`src/rtl/mul_wb_pkg.sv`:
```
// Shared types for the multiply/adder write-back packer: FSM state encoding and word width.
package mul_wb_pkg;

    localparam int WORD_W = 64;

    typedef enum logic [1:0] {
        IDLE  = 2'd0,
        RUN   = 2'd1,
        DRAIN = 2'd2,
        DONE  = 2'd3
    } wb_state_t;

endpackage

```
`src/rtl/wb_fifo.sv`:
```
// Synchronous FIFO with occupancy count; push while full and pop while empty are dropped.
module wb_fifo
    import mul_wb_pkg::*;
#(
    parameter int WIDTH = WORD_W,
    parameter int DEPTH = 4
) (
    input  logic                       clk,
    input  logic                       rst_n,
    input  logic                       push,
    input  logic                       pop,
    input  logic [WIDTH-1:0]           wdata,
    output logic [WIDTH-1:0]           rdata,
    output logic                       full,
    output logic                       empty,
    output logic [$clog2(DEPTH):0]     count
);

    localparam int AW = $clog2(DEPTH);
    localparam int CW = AW + 1;

    logic [WIDTH-1:0] mem [DEPTH];
    logic [AW-1:0]    wr_ptr;
    logic [AW-1:0]    rd_ptr;
    logic             do_push;
    logic             do_pop;

    assign full    = (count == CW'(DEPTH));
    assign empty   = (count == '0);
    assign do_push = push && !full;
    assign do_pop  = pop && !empty;
    assign rdata   = mem[rd_ptr];

    // Storage needs no reset: only entries behind the count are ever read.
    always_ff @(posedge clk) begin
        if (do_push) begin
            mem[wr_ptr] <= wdata;
        end
    end

    always_ff @(posedge clk or negedge rst_n) begin
        if (!rst_n) begin
            wr_ptr <= '0;
            rd_ptr <= '0;
            count  <= '0;
        end else begin
            if (do_push) begin
                wr_ptr <= wr_ptr + 1'b1;
            end
            if (do_pop) begin
                rd_ptr <= rd_ptr + 1'b1;
            end
            case ({do_push, do_pop})
                2'b10:   count <= count + 1'b1;
                2'b01:   count <= count - 1'b1;
                default: count <= count;
            endcase
        end
    end

endmodule

```
`src/rtl/mul_wb_packer.sv`:
```
// Write-back packer: buffers 4x16-bit result words and streams them as sequential BRAM writes.
// Optional per-lane modulo-2^Q_BITS mask is enabled by defining WB_MOD_MASK_EN.
module mul_wb_packer
    import mul_wb_pkg::*;
#(
    parameter int DATA_WIDTH  = 16,
    parameter int LANES       = 4,
    parameter int FIFO_DEPTH  = 4,
    parameter int ADDR_STRIDE = 8,
    parameter int Q_BITS      = 15
) (
    input  logic                          clk,
    input  logic                          rst_n,
    input  logic                          start,
    input  logic [31:0]                   base_addr,
    input  logic [31:0]                   total_words,
    input  logic                          in_valid,
    input  logic [DATA_WIDTH*LANES-1:0]   in_data,
    output logic                          in_ready,
    input  logic                          bram_gnt,
    output logic [31:0]                   bram_addr,
    output logic                          bram_wen,
    output logic [DATA_WIDTH*LANES-1:0]   bram_wdata,
    output logic                          busy,
    output logic                          done,
    output logic [1:0]                    state_dbg
);

    localparam int W  = DATA_WIDTH * LANES;
    localparam int CW = $clog2(FIFO_DEPTH) + 1;

    wb_state_t      state;
    wb_state_t      state_next;
    logic [31:0]    total;
    logic [31:0]    accepted;
    logic [31:0]    written;
    logic [31:0]    wr_addr;
    logic [W-1:0]   push_data;
    logic [W-1:0]   fifo_head;
    logic [CW-1:0]  fifo_level;
    logic           fifo_empty;
    logic           unused_fifo_full;
    logic           push;
    logic           pop;

    assign state_dbg = state;

    // Valid/ready: a beat transfers on a rising edge where in_valid && in_ready are both high.
    // in_ready never looks at a same-cycle pop, so a full FIFO always stalls the source.
    assign in_ready = (state == RUN) && (fifo_level < CW'(FIFO_DEPTH)) && (accepted < total);
    assign push     = in_valid && in_ready;
    assign pop      = ((state == RUN) || (state == DRAIN)) && !fifo_empty && bram_gnt;

`ifdef WB_MOD_MASK_EN
    localparam logic [DATA_WIDTH-1:0] LANE_MASK = {DATA_WIDTH{1'b1}} >> (DATA_WIDTH - Q_BITS);

    for (genvar i = 0; i < LANES; i++) begin : g_lane_mask
        assign push_data[i*DATA_WIDTH +: DATA_WIDTH] = in_data[i*DATA_WIDTH +: DATA_WIDTH] & LANE_MASK;
    end
`else
    localparam int unused_q_bits = Q_BITS;

    assign push_data = in_data;
`endif

    wb_fifo #(
        .WIDTH (W),
        .DEPTH (FIFO_DEPTH)
    ) u_fifo (
        .clk   (clk),
        .rst_n (rst_n),
        .push  (push),
        .pop   (pop),
        .wdata (push_data),
        .rdata (fifo_head),
        .full  (unused_fifo_full),
        .empty (fifo_empty),
        .count (fifo_level)
    );

    // Writes are counted when the registered strobe is seen, so DONE follows the last presented write.
    always_comb begin
        state_next = state;
        case (state)
            IDLE:    if (start) state_next = (total_words == 32'd0) ? DONE : RUN;
            RUN:     if (push && (accepted + 32'd1 == total)) state_next = DRAIN;
            DRAIN:   if (bram_wen && (written + 32'd1 == total)) state_next = DONE;
            DONE:    state_next = IDLE;
            default: state_next = IDLE;
        endcase
    end

    always_ff @(posedge clk or negedge rst_n) begin
        if (!rst_n) begin
            state    <= IDLE;
            total    <= '0;
            accepted <= '0;
            written  <= '0;
            wr_addr  <= '0;
            busy     <= 1'b0;
            done     <= 1'b0;
        end else begin
            state <= state_next;
            busy  <= (state_next == RUN) || (state_next == DRAIN);
            done  <= (state_next == DONE);
            if ((state == IDLE) && start) begin
                total    <= total_words;
                accepted <= '0;
                written  <= '0;
                wr_addr  <= base_addr;
            end else begin
                if (push) begin
                    accepted <= accepted + 32'd1;
                end
                if (bram_wen && ((state == RUN) || (state == DRAIN))) begin
                    written <= written + 32'd1;
                end
                if (pop) begin
                    wr_addr <= wr_addr + 32'(ADDR_STRIDE);
                end
            end
        end
    end

    always_ff @(posedge clk or negedge rst_n) begin
        if (!rst_n) begin
            bram_wen   <= 1'b0;
            bram_addr  <= '0;
            bram_wdata <= '0;
        end else begin
            bram_wen <= pop;
            if (pop) begin
                bram_addr  <= wr_addr;
                bram_wdata <= fifo_head;
            end
        end
    end

endmodule

```
`config.mk`:
```
export PLATFORM = sky130hd
export DESIGN_NAME = mul_wb_packer
export DESIGN_NICKNAME = d
export VERILOG_FILES = /design/src/rtl/mul_wb_pkg.sv /design/src/rtl/wb_fifo.sv /design/src/rtl/mul_wb_packer.sv
export SDC_FILE = /design/constraint.sdc
export NUM_CORES = 1
export LEC_CHECK = 0
export ABC_AREA = 1
export CORE_ASPECT_RATIO = 1.4
export CORE_MARGIN = 8
export CORE_UTILIZATION = 50
export CTS_CLUSTER_DIAMETER = 120
export DETAILED_ROUTE_END_ITERATION = 8
export PLACE_DENSITY = 0.72
export REMOVE_ABC_BUFFERS = 1
export SYNTH_ARGS = -nofsm -noshare
export SYNTH_HDL_FRONTEND = slang
export SYNTH_SLANG_ARGS = --single-unit
```
`constraint.sdc`:
```
create_clock -name clk -period 6.25 [get_ports clk]
set_clock_uncertainty 0.1 [all_clocks]
set_input_delay 1.25 -clock clk [delete_from_list [all_inputs] [get_ports clk]]
set_output_delay 1.25 -clock clk [all_outputs]
set_load 0.05 [all_outputs]
```
==> impl_metrics.json <==
{
  "via_per_inst": 5.47,
  "cts_num_sinks": 492,
  "hold_depth": 2,
  "yosysUniqueCellTypes": 42,
  "cts-buffers-inserted": 48,
  "utilization_pct": 60.3,
  "antenna_found_initial": 5,
  "path_max_fanout": 4,
  "synth_xor_area_share_pct": 1.88,
  "worst_path_most_repeated_cell": "nand2_1",
  "max_stage_delay_ns": 0.80,
  "cap_violations": 0,
  "drive_gt1_share_pct": 5.51,
  "fmaxAchievable_ghz": 0.223,
  "num_rows": 93,
  "finalNetCount": 2882,
  "power_frac_seq_pct": 36.5,
  "stdcell_count": 3362,
  "ctsLongestPathBuffers": 3,
  "dr_total_vias": 18402,
  "cp.depth": 12,
  "grt_overflow": 0,
  "run_status": "finished, final reports clean",
  "internal-power_mw": 7.27,
  "cp-start-kind": "flop",
  "synthArstFlopShare_pct": 48.0,
  "grt_pass1_wl_mm": 103,
  "cts_htree_levels": 2,
  "dpl-instance-area_sq_mm": 0.0259,
  "synth-adder-area-share_pct": 2.54,
  "die-area_sq_mm": 0.0530,
  "core_sq_mm": 0.0456,
  "cpMaxStageDelayCell": "clkdlybuf4s50_1",
  "tightest_slew_ns": 1.16,
  "swShare_pct": 42.1,
  "drc": 0,
  "cts.clk_slew.worst_paths_ns": 0.06,
  "synth_mux_area_share_pct": 0,
  "ant_nets": 0,
  "syn2layout_area_growth_pct": 20.0,
  "drv_slew": 0,
  "synth_seq_area_share_pct": 59.3,
  "track_usage_pct": 24.4,
  "p_total_mw": 12.5,
  "dp.cells": 3270,
  "post_cts_buffers": 0,
  "worstPathRequired_ns": 4.90,
  "fin_crit_ns": 4.48,
  "relSlewSlack_pct": 22.4,
  "synth-main-ff-cell": "edfxtp_1",
  "yosys.area_share.simple_pct": 21.6,
  "synth-seq-cells": 492,
  "cts_root_buf": "clkbuf_16",
  "die_w_um": 197,
  "netlist_area_sq_mm": 0.0229,
  "setup-violations-final": 0,
  "synth_compound_area_share_pct": 9.74,
  "p_leak_nw": 11.3,
  "holdWs_ns": 0.377,
  "rsz0062_at_grt": "false",
  "insertion_delay_ns": 0.57,
  "synth_top_family_by_area": "simple AND/OR/NAND/NOR gates",
  "worstHoldPathType": "reg -> reg",
  "drt_pass1_iterations": 5,
  "dp_hpwl_mm": 44.1,
  "hold_viol": 0,
  "synthCells": 2488,
  "final_cell_area_sq_mm": 0.0275,
  "grt_max_degree": 107,
  "power.switching_mw": 5.28,
  "first_global_vias": 18992,
  "boundaryPins": 235,
  "end_kind": "output port",
  "dieHeight_um": 269,
  "drt_iter0_markers": 1413,
  "crit_type": "reg -> out",
  "ys_warn_count": 0,
  "start_util_pct": 50.2,
  "wire_per_inst_um": 19.4,
  "wl_mm": 65.1,
  "cp_cell_sequence": "inv_1 -> ha_1 -> a21oi_1 -> o21ai_0 -> nand2_1 -> nand2_1 -> nand2_1 -> nand2_1 -> nor2_1 -> nand2_1 -> inv_1 -> clkdlybuf4s50_1",
  "p_per_area_mw_per_mm2": 456,
  "combPwrFrac_pct": 40.3,
  "io_buffers": 234,
  "cts_tree": "built",
  "synth_edf_count": 256,
  "rr_worst_depth": 10,
  "arrival_ns": 3.13,
  "hold_buffers": 0,
  "fin_crit_sh_pct": 71.7,
  "cts_resized": 0,
  "crit_buf_inv": 3,
  "p_clk_share_pct": 23.2,
  "ir_drop_mv": 0.359,
  "gp_congestion": 0.977,
  "path_delay_family": "buffers and inverters",
  "avgSynthCellArea_sq_um": 9.21
}
## final cells by class
type                            instances  area [sq um]
Timing Repair Buffer                  252          2480
Fill cell                            3926         18100
Clock inverter                         22           231
Sequential cell                       492         13600
Tap cell                              617           772
Multi-Input combinational cell       1694          8230
Clock buffer                           66          1360
Inverter                              215           808
Antenna cell                            4          10.0
## per-stage QoR
| stage | worst slack (ns) | setup TNS, ns |
|---|---|---|
| 2_1_floorplan | -1.69 | -95.17 |
| 3_3_place_gp | 1.77 | 0 |
| 3_5_place_dp | 1.75 | 0 |
| 4_1_cts | 1.74 | 0 |
| 5_1_grt | 1.59 | 0 |
| 6_report | 1.77 | 0 |
## power by group through the flow
stage               logic [mW]  registers [mW]  clock network, mW
floorplan                 2.25            5.58                  0
global placement          4.96            4.61                  0
detailed placement        5.07            4.62                  0
CTS                       5.10            4.57               2.97
global route              5.55            4.64               3.10
finish                    5.05            4.57               2.91
## path summary, 6_finish.rpt
kind	slack, ns	startpoint	end
max in group asynchronous	4.03	rst_n	written[25]
hold reg to reg	0.38	bram_wdata[59]	bram_wdata[59]
min in group asynchronous	0.60	rst_n	written[12]
hold / removal	0.38	bram_wdata[59]	bram_wdata[59]
setup reg to reg	2.63	total[23]	accepted[19]
setup / recovery	1.77	total[25]	in_ready
## sequential cells by signal, summed over array words and instances, names as in the netlist
name / flops
state_dbg: 2
accepted: 32
bram_addr: 32
wr_addr: 32
u_fifo.wr_ptr: 2
done: 1
u_fifo.mem: 256
bram_wen: 1
bram_wdata: 64
written: 32
busy: 1
u_fifo.rd_ptr: 2
u_fifo.count: 3
total: 32
## cell usage after synthesis (2+ instances only)
| library cell | instances | area, sq um |
|---|---|---|
| xor2_1 | 38 | 333 |
| nor3_2 | 4 | 40.0 |
| nor2_4 | 9 | 101 |
| edfxtp_1 | 256 | 7690 |
| clkbuf_1 | 80 | 300 |
| buf_1 | 5 | 18.8 |
| nand3_1 | 145 | 726 |
| buf_2 | 2 | 10.0 |
| inv_2 | 6 | 22.5 |
| and2_1 | 3 | 18.8 |
| xnor3_1 | 4 | 90.1 |
| o21ai_1 | 3 | 15.0 |
| ha_1 | 45 | 563 |
| clkinv_1 | 2 | 7.51 |
| o211ai_1 | 6 | 45.0 |
| a21oi_1 | 30 | 150 |
| inv_1 | 207 | 777 |
| nor4_1 | 4 | 25.0 |
| nand2_1 | 698 | 2620 |
| nor2_1 | 279 | 1050 |
| nand3b_1 | 2 | 15.0 |
| dfrtp_1 | 236 | 5910 |
| o22ai_1 | 121 | 757 |
| nor2_2 | 14 | 87.6 |
| o21ai_0 | 236 | 1180 |
| nand2_2 | 10 | 62.6 |
| nor3_1 | 10 | 50.1 |
| nand4_1 | 19 | 119 |
## per-layer routing
metal  up-vias  part of all wire [%]  track usage (%)
met3       183                   5.8             4.39
met2       580                    50             42.1
li1       8771                     -                -
met1      8868                    39             28.2
met5         -                     0                0
met4         0                   5.7             13.7
## worst register-to-register path, delay by kind of cell, from the launching register on
family                   cells  cell delay (ns)
flip-flops                   1             0.52
AND/OR/NAND/NOR              6             1.54
adder cells (fa/ha/maj)      1             0.37
AO/OA/AOI/OAI                1             0.47
buffers and inverters        2             0.50
## cell usage in the layout (no fill, tap or decap), types with 2 or more instances in the layout
cell	n
xor2_1	38
nor2_4	13
diode_2	4
nor4_1	4
buf_4	18
clkbuf_1	10
clkinv_1	5
o22ai_1	121
xnor3_1	4
clkdlybuf4s50_1	233
clkbuf_16	49
nand3b_1	2
nor2_1	275
nand2_2	11
inv_2	7
bufinv_16	3
and2_1	3
nor3_1	10
clkinvlp_4	4
nor3_2	4
o21ai_0	236
inv_1	205
o211ai_1	6
nor2_2	14
nand3_1	145
o21ai_1	3
ha_1	45
clkbuf_8	7
nand4_1	19
dfrtp_1	234
nand2_1	697
a21oi_1	30
clkinv_2	10
edfxtp_1	256
## kinds of logic (layout without fill, tap and decap cells)
kind of cell | Yosys count | count (layout)
fa+ha+maj | 46 | 46
other cells | 0 | 4
compound gates | 405 | 405
simple gates | 1200 | 1200
buf+inv | 302 | 555
xor+xnor | 43 | 43
flops | 492 | 492
No activity file was read; power rests on OpenSTA's default activity.
